<file path="config.mk">
export PLATFORM = sky130hd
export DESIGN_NAME = key_event_scanner
export DESIGN_NICKNAME = d
export VERILOG_FILES = /design/src/rtl/key_event_scanner.sv
export SDC_FILE = /design/constraint.sdc
export NUM_CORES = 1
export LEC_CHECK = 0
export CAP_MARGIN = 40
export CORE_ASPECT_RATIO = 2
export CORE_MARGIN = 8
export CORE_UTILIZATION = 55
export DETAILED_ROUTE_END_ITERATION = 10
export MAX_ROUTING_LAYER = met4
export PLACE_DENSITY = 0.83
export SYNTH_ARGS = -nofsm -noshare
export SYNTH_HDL_FRONTEND = slang
export SYNTH_SLANG_ARGS = --single-unit
</file>
<file path="constraint.sdc">
create_clock -name clk -period 10.8 [get_ports clk]
set_clock_uncertainty 0.2 [all_clocks]
set_input_delay 2.16 -clock clk [delete_from_list [all_inputs] [get_ports clk]]
set_output_delay 2.16 -clock clk [all_outputs]
set_load 0.1 [all_outputs]
</file>
<file path="src/rtl/key_event_scanner.sv">
// Debounces 13 push-buttons on a shared sample tick and queues press/release
// events, lowest key first, into a small registered FIFO with sticky overflow.
module key_event_scanner #(
  parameter int TICK_CYCLES = 50000,
  parameter int DEB_TICKS   = 8,
  parameter int FIFO_DEPTH  = 8
) (
  input  logic        clk,
  input  logic        rst,
  input  logic [12:0] keys_raw,
  output logic [12:0] keys_stable,
  output logic        ev_valid,
  input  logic        ev_ready,
  output logic [4:0]  ev_data,
  output logic        overflow,
  input  logic        clr_ovf
);

  localparam int NK = 13;
  localparam int TW = (TICK_CYCLES > 1) ? $clog2(TICK_CYCLES) : 1;
  localparam int AW = (FIFO_DEPTH > 1) ? $clog2(FIFO_DEPTH) : 1;

  logic [NK-1:0] sync1_q, sync2_q;
  logic [TW-1:0] tick_cnt_q, tick_cnt_d;
  logic [3:0]    mis_q [NK];
  logic [3:0]    mis_d [NK];
  logic [NK-1:0] stable_q, stable_d;
  logic [NK-1:0] pend_q, pend_d;
  logic          ovf_q, ovf_d;
  logic [AW:0]   wr_ptr_q, wr_ptr_d;
  logic [AW:0]   rd_ptr_q, rd_ptr_d;
  logic [4:0]    mem [FIFO_DEPTH];

  logic          tick;
  logic          empty, full, pop, push, found;
  logic [NK-1:0] push_sel;
  logic [3:0]    push_idx;
  logic          push_bit;
  logic [4:0]    push_data;
  logic          ovf_set;

  assign tick       = (tick_cnt_q == TW'(TICK_CYCLES - 1));
  assign tick_cnt_d = tick ? '0 : tick_cnt_q + TW'(1);

  // Extra pointer bit separates full from empty when the indices coincide.
  assign empty = (wr_ptr_q == rd_ptr_q);
  assign full  = (wr_ptr_q[AW] != rd_ptr_q[AW]) &&
                 (wr_ptr_q[AW-1:0] == rd_ptr_q[AW-1:0]);
  assign pop   = !empty && ev_ready;

  always_comb begin
    push_sel = '0;
    push_idx = '0;
    push_bit = 1'b0;
    found    = 1'b0;
    for (int i = NK - 1; i >= 0; i--) begin
      if (pend_q[i]) begin
        push_sel    = '0;
        push_sel[i] = 1'b1;
        push_idx    = 4'(i);
        push_bit    = stable_q[i];
        found       = 1'b1;
      end
    end
  end

  assign push      = found && (!full || pop);
  assign push_data = {push_bit, push_idx};
  assign wr_ptr_d  = push ? wr_ptr_q + (AW+1)'(1) : wr_ptr_q;
  assign rd_ptr_d  = pop  ? rd_ptr_q + (AW+1)'(1) : rd_ptr_q;

  // A flip whose previous event is still pending (and not leaving this cycle)
  // overwrites that event: the newer level is what gets reported.
  always_comb begin
    stable_d = stable_q;
    pend_d   = pend_q & ~(push ? push_sel : '0);
    ovf_set  = 1'b0;
    for (int i = 0; i < NK; i++) begin
      mis_d[i] = mis_q[i];
      if (tick) begin
        if (sync2_q[i] != stable_q[i]) begin
          if (mis_q[i] == 4'(DEB_TICKS - 1)) begin
            stable_d[i] = ~stable_q[i];
            mis_d[i]    = '0;
            if (pend_d[i]) ovf_set = 1'b1;
            pend_d[i]   = 1'b1;
          end else begin
            mis_d[i] = mis_q[i] + 4'd1;
          end
        end else begin
          mis_d[i] = '0;
        end
      end
    end
  end

  assign ovf_d = ovf_set ? 1'b1 : (clr_ovf ? 1'b0 : ovf_q);

  always_ff @(posedge clk or posedge rst) begin
    if (rst) begin
      sync1_q    <= '0;
      sync2_q    <= '0;
      tick_cnt_q <= '0;
      stable_q   <= '0;
      pend_q     <= '0;
      ovf_q      <= 1'b0;
      wr_ptr_q   <= '0;
      rd_ptr_q   <= '0;
      for (int i = 0; i < NK; i++) mis_q[i] <= '0;
    end else begin
      sync1_q    <= keys_raw;
      sync2_q    <= sync1_q;
      tick_cnt_q <= tick_cnt_d;
      stable_q   <= stable_d;
      pend_q     <= pend_d;
      ovf_q      <= ovf_d;
      wr_ptr_q   <= wr_ptr_d;
      rd_ptr_q   <= rd_ptr_d;
      for (int i = 0; i < NK; i++) mis_q[i] <= mis_d[i];
    end
  end

  always_ff @(posedge clk) begin
    if (push) mem[wr_ptr_q[AW-1:0]] <= push_data;
  end

  // Head is masked while empty so ev_data reads zero out of reset.
  assign keys_stable = stable_q;
  assign ev_valid    = !empty;
  assign ev_data     = empty ? 5'd0 : mem[rd_ptr_q[AW-1:0]];
  assign overflow    = ovf_q;

endmodule

</file>
==> impl_results.md <==
* Outcome: finished clean
* Count leader, synth: dfrtp_1
* Min Tclk post-route at 5.331 ns
* Yosys Warn Count at 0
* Max Root-Sink Buffers at 2
* Mapped Cells at ~690
* Largest net degree at the start of global routing at 61
* Vias in the first global route at 5,456
* Share of layout cells above drive strength 1 at 0.1173
* CTS clock-pin slew for the worst setup and hold paths at about 0.06 ns
* Root Driver: clkbuf_16
* Die Span Y at between 150 and 200 µm
* Internal Power at roughly 1100 µW
* Peak supply drop at 0.1543 mV
* Metal3 WL at 604 µm
* Worst-path maximum fanout at 14
* Hold buffers post-CTS at 0
* Initial DRT Pass Iterations at 7
* R2R Path Start: rd_ptr_q[0]
* Total negative slack at 0 ns
* Total CTS buffers at 17
* Startpoint Class: register
* RePlAce Congestion at 0.8987
* HP Class: reg -> reg
* Leak pwr at ~0.004 µW
* IO Count at 37
* Syn_area_per_cell at 11.13 µm²
* Met2 WL at 7654 µm
* Worst Hold Launch: sync1_q[5]
* Synthesized area at 7627 µm²
* RSZ-0062 raised after global routing: no
* Max Freq at 0.1876 GHz
* Max Slew Vio Count at 0
* Final Setup Violations at 0
* Slew margin rel. at 0.4062
* Initial Util at 0.5552
* DP Wirelength at 10,470 µm
* Yosys reg bits at 169
* Overall Power at 1629 µW
* Overflow after GRT at 0
* Most area-hungry cell type in the Yosys netlist: dfrtp_1
* Setup WS pre-CTS at 5.941 ns
* Antenna diodes at 0
* Wire length per cell at 16.61 µm
* Hold Vio Cnt, Final at 0
* Number of flops mapped to enable cells by yosys at 40
* Critical Path Sink Type: output port
* DRT iter0 DRCs at 396
* Ys async rst share at 0.7633
* Main area contributors after synthesis: dfrtp_1 (42%), edfxtp_1 (16%), nand2_1 (6.0%)
* Tcrit/Tclk final at 0.4936
* DR vias at 5,331
* Slew of the pin with the lowest slew margin at 0.8839 ns
* Area growth from synthesis to layout at 18.21%
* Type of the worst setup path: reg -> out
* Overall routing resource usage at 0.1842
* Post-route setup slack at 5.469 ns
* PwrDens at between 150 and 200 nW/µm²
* CTS sink cnt at about 170
* IO Port Bufs at 36
* CORE AREA at 13,740 µm²
* Power share of the sequential group at 0.435
* First-pass GRT wire length at 25,940 µm
* Switch Pwr at between 400 and 500 µW
* Post-synth net total at 718
* Post-CTS setup buffers at 0
* Site row count at 61
* Logic pwr share at 0.228
* Die Area at 18,120 µm²
* CTS tree: built
* Clk pwr share at 0.337
* Antenna viol nets, final at 0
* CTS resizes at 0
* Max-Cap Viols at 0
* Yosys cell types at 56
* Post-Route WL at approximately 15,000 µm
* Final Net Count at 780
* Clk_lat worst skew at 0.42 ns
* Commonest cells post-synth: dfrtp_1 (129), nand2_1 (121), nor2_1 (58)
* DRC at 0
* Worst EP arrival at 2.97 ns
* H-tree levels at 4
* Crit. Startpoint: rd_ptr_q[0]
* Initial antenna violation count at 0
* Post-synth top area share at 0.4232
* Net Sw Frac at 0.2997
* Die width at 99.27 µm
* Fillers at 986
* Highest Signal Layer: met4
* Seq/Total Area, Yosys at 0.5807
* Post-DR vias/cell at between 5 and 6
* Main synth FF type: dfrtp_1
* Req. time, crit path at 8.44 ns
* Metal1 wirelength at 6492 µm
-- power by group through the flow --
stage | registers (µW) | logic [µW] | clock network, µW
after floorplan | 689 | 278 | 0
after global placement | 718 | 305 | 0
after detailed placement | 720 | 372 | 0
after CTS | 708 | 374 | 560
after global routing | 713 | 390 | 587
final | 709 | 371 | 549
-- area by class of cell --
type | instances | area, µm² | share of cell area
sequential | 169 | 4429 | 0.4913
multi-input combinational | 481 | 3035 | 0.3367
timing repair buffer | 66 | 765.7 | 0.08493
clock buffer | 24 | 495.5 | 0.05495
tap | 157 | 196.4 | 0.02179
inverter | 12 | 47.55 | 0.005273
clock inverter | 7 | 46.29 | 0.005135
-- critical path, cell delays in order, from the launching register on --
cell and delay [ns]:
dfrtp_1 0.85, xnor2_1 0.22, nand3_2 0.17, nor2b_1 0.45, nor2_1 0.14, clkdlybuf4s50_1 0.51, buf_8 0.20
-- registers in the layout, summed over array words and instances, names as in the netlist --
signal,flops
pend_q,13
keys_stable,13
tick_cnt_q,16
mis_q,52
rd_ptr_q,4
wr_ptr_q,4
mem,40
sync1_q,13
sync2_q,13
overflow,1
-- metrics by stage --
step	util	std cells	hold slack, ns	instance area, µm²
final	0.6563	916	0.1479	9016
after global routing	0.6563	916	0.1586	9016
after CTS	0.6563	916	0.1507	9016
after detailed placement	0.6168	885	0.1371	8474
after global placement	0.5890	858	0.1347	8092
after floorplan	-	685	0.1312	7627
-- cell usage in the layout, fill, tap and decap left out, drive strengths merged, types with 5 or more instances in the layout --
cell and n:
xor2 21, a21oi 8, mux2i 5, o21ai 50
nand3b 11, clkdlybuf4s50 36, nor3 5, o31ai 17
clkbuf 24, nand2b 5, ha 16, and3 11
mux2 9, nand2 122, edfxtp 40, buf 30
o41ai 10, xnor2 21, dfrtp 129, nand3 45
nor2 58, mux4 10, nor2b 11, inv 12
-- layer usage --
layer	vias to the layer above	global-route usage
met5	-	-
met4	0	0.08176
met3	36	0.03359
met2	154	0.3003
met1	2588	0.2172
li1	2553	-
-- logic make-up after synthesis --
kind of cell / after synthesis / synth area share
adders and majority gates: 16 / 0.02625
AOI/OAI and AO/OA: 111 / 0.09613
buffers and inverters: 35 / 0.02132
xor gates and xnor gates: 42 / 0.04823
DFF: 169 / 0.5807
muxes: 24 / 0.04938
and+or+nand+nor: 288 / 0.1780
-- final timing paths --
path | endpoint | cells after the start | slack (ns)
max | ev_data[3] | 6 | 5.47
min | sync2_q[5] | 0 | 0.15
max reg2reg | mem[6][2] | 6 | 7.86
min reg2reg | sync2_q[5] | 0 | 0.15
max in group asynchronous | mis_q[39] | 4 | 7.35
min in group asynchronous | tick_cnt_q[12] | 2 | 1.98
(Power assumes the default switching activity.)
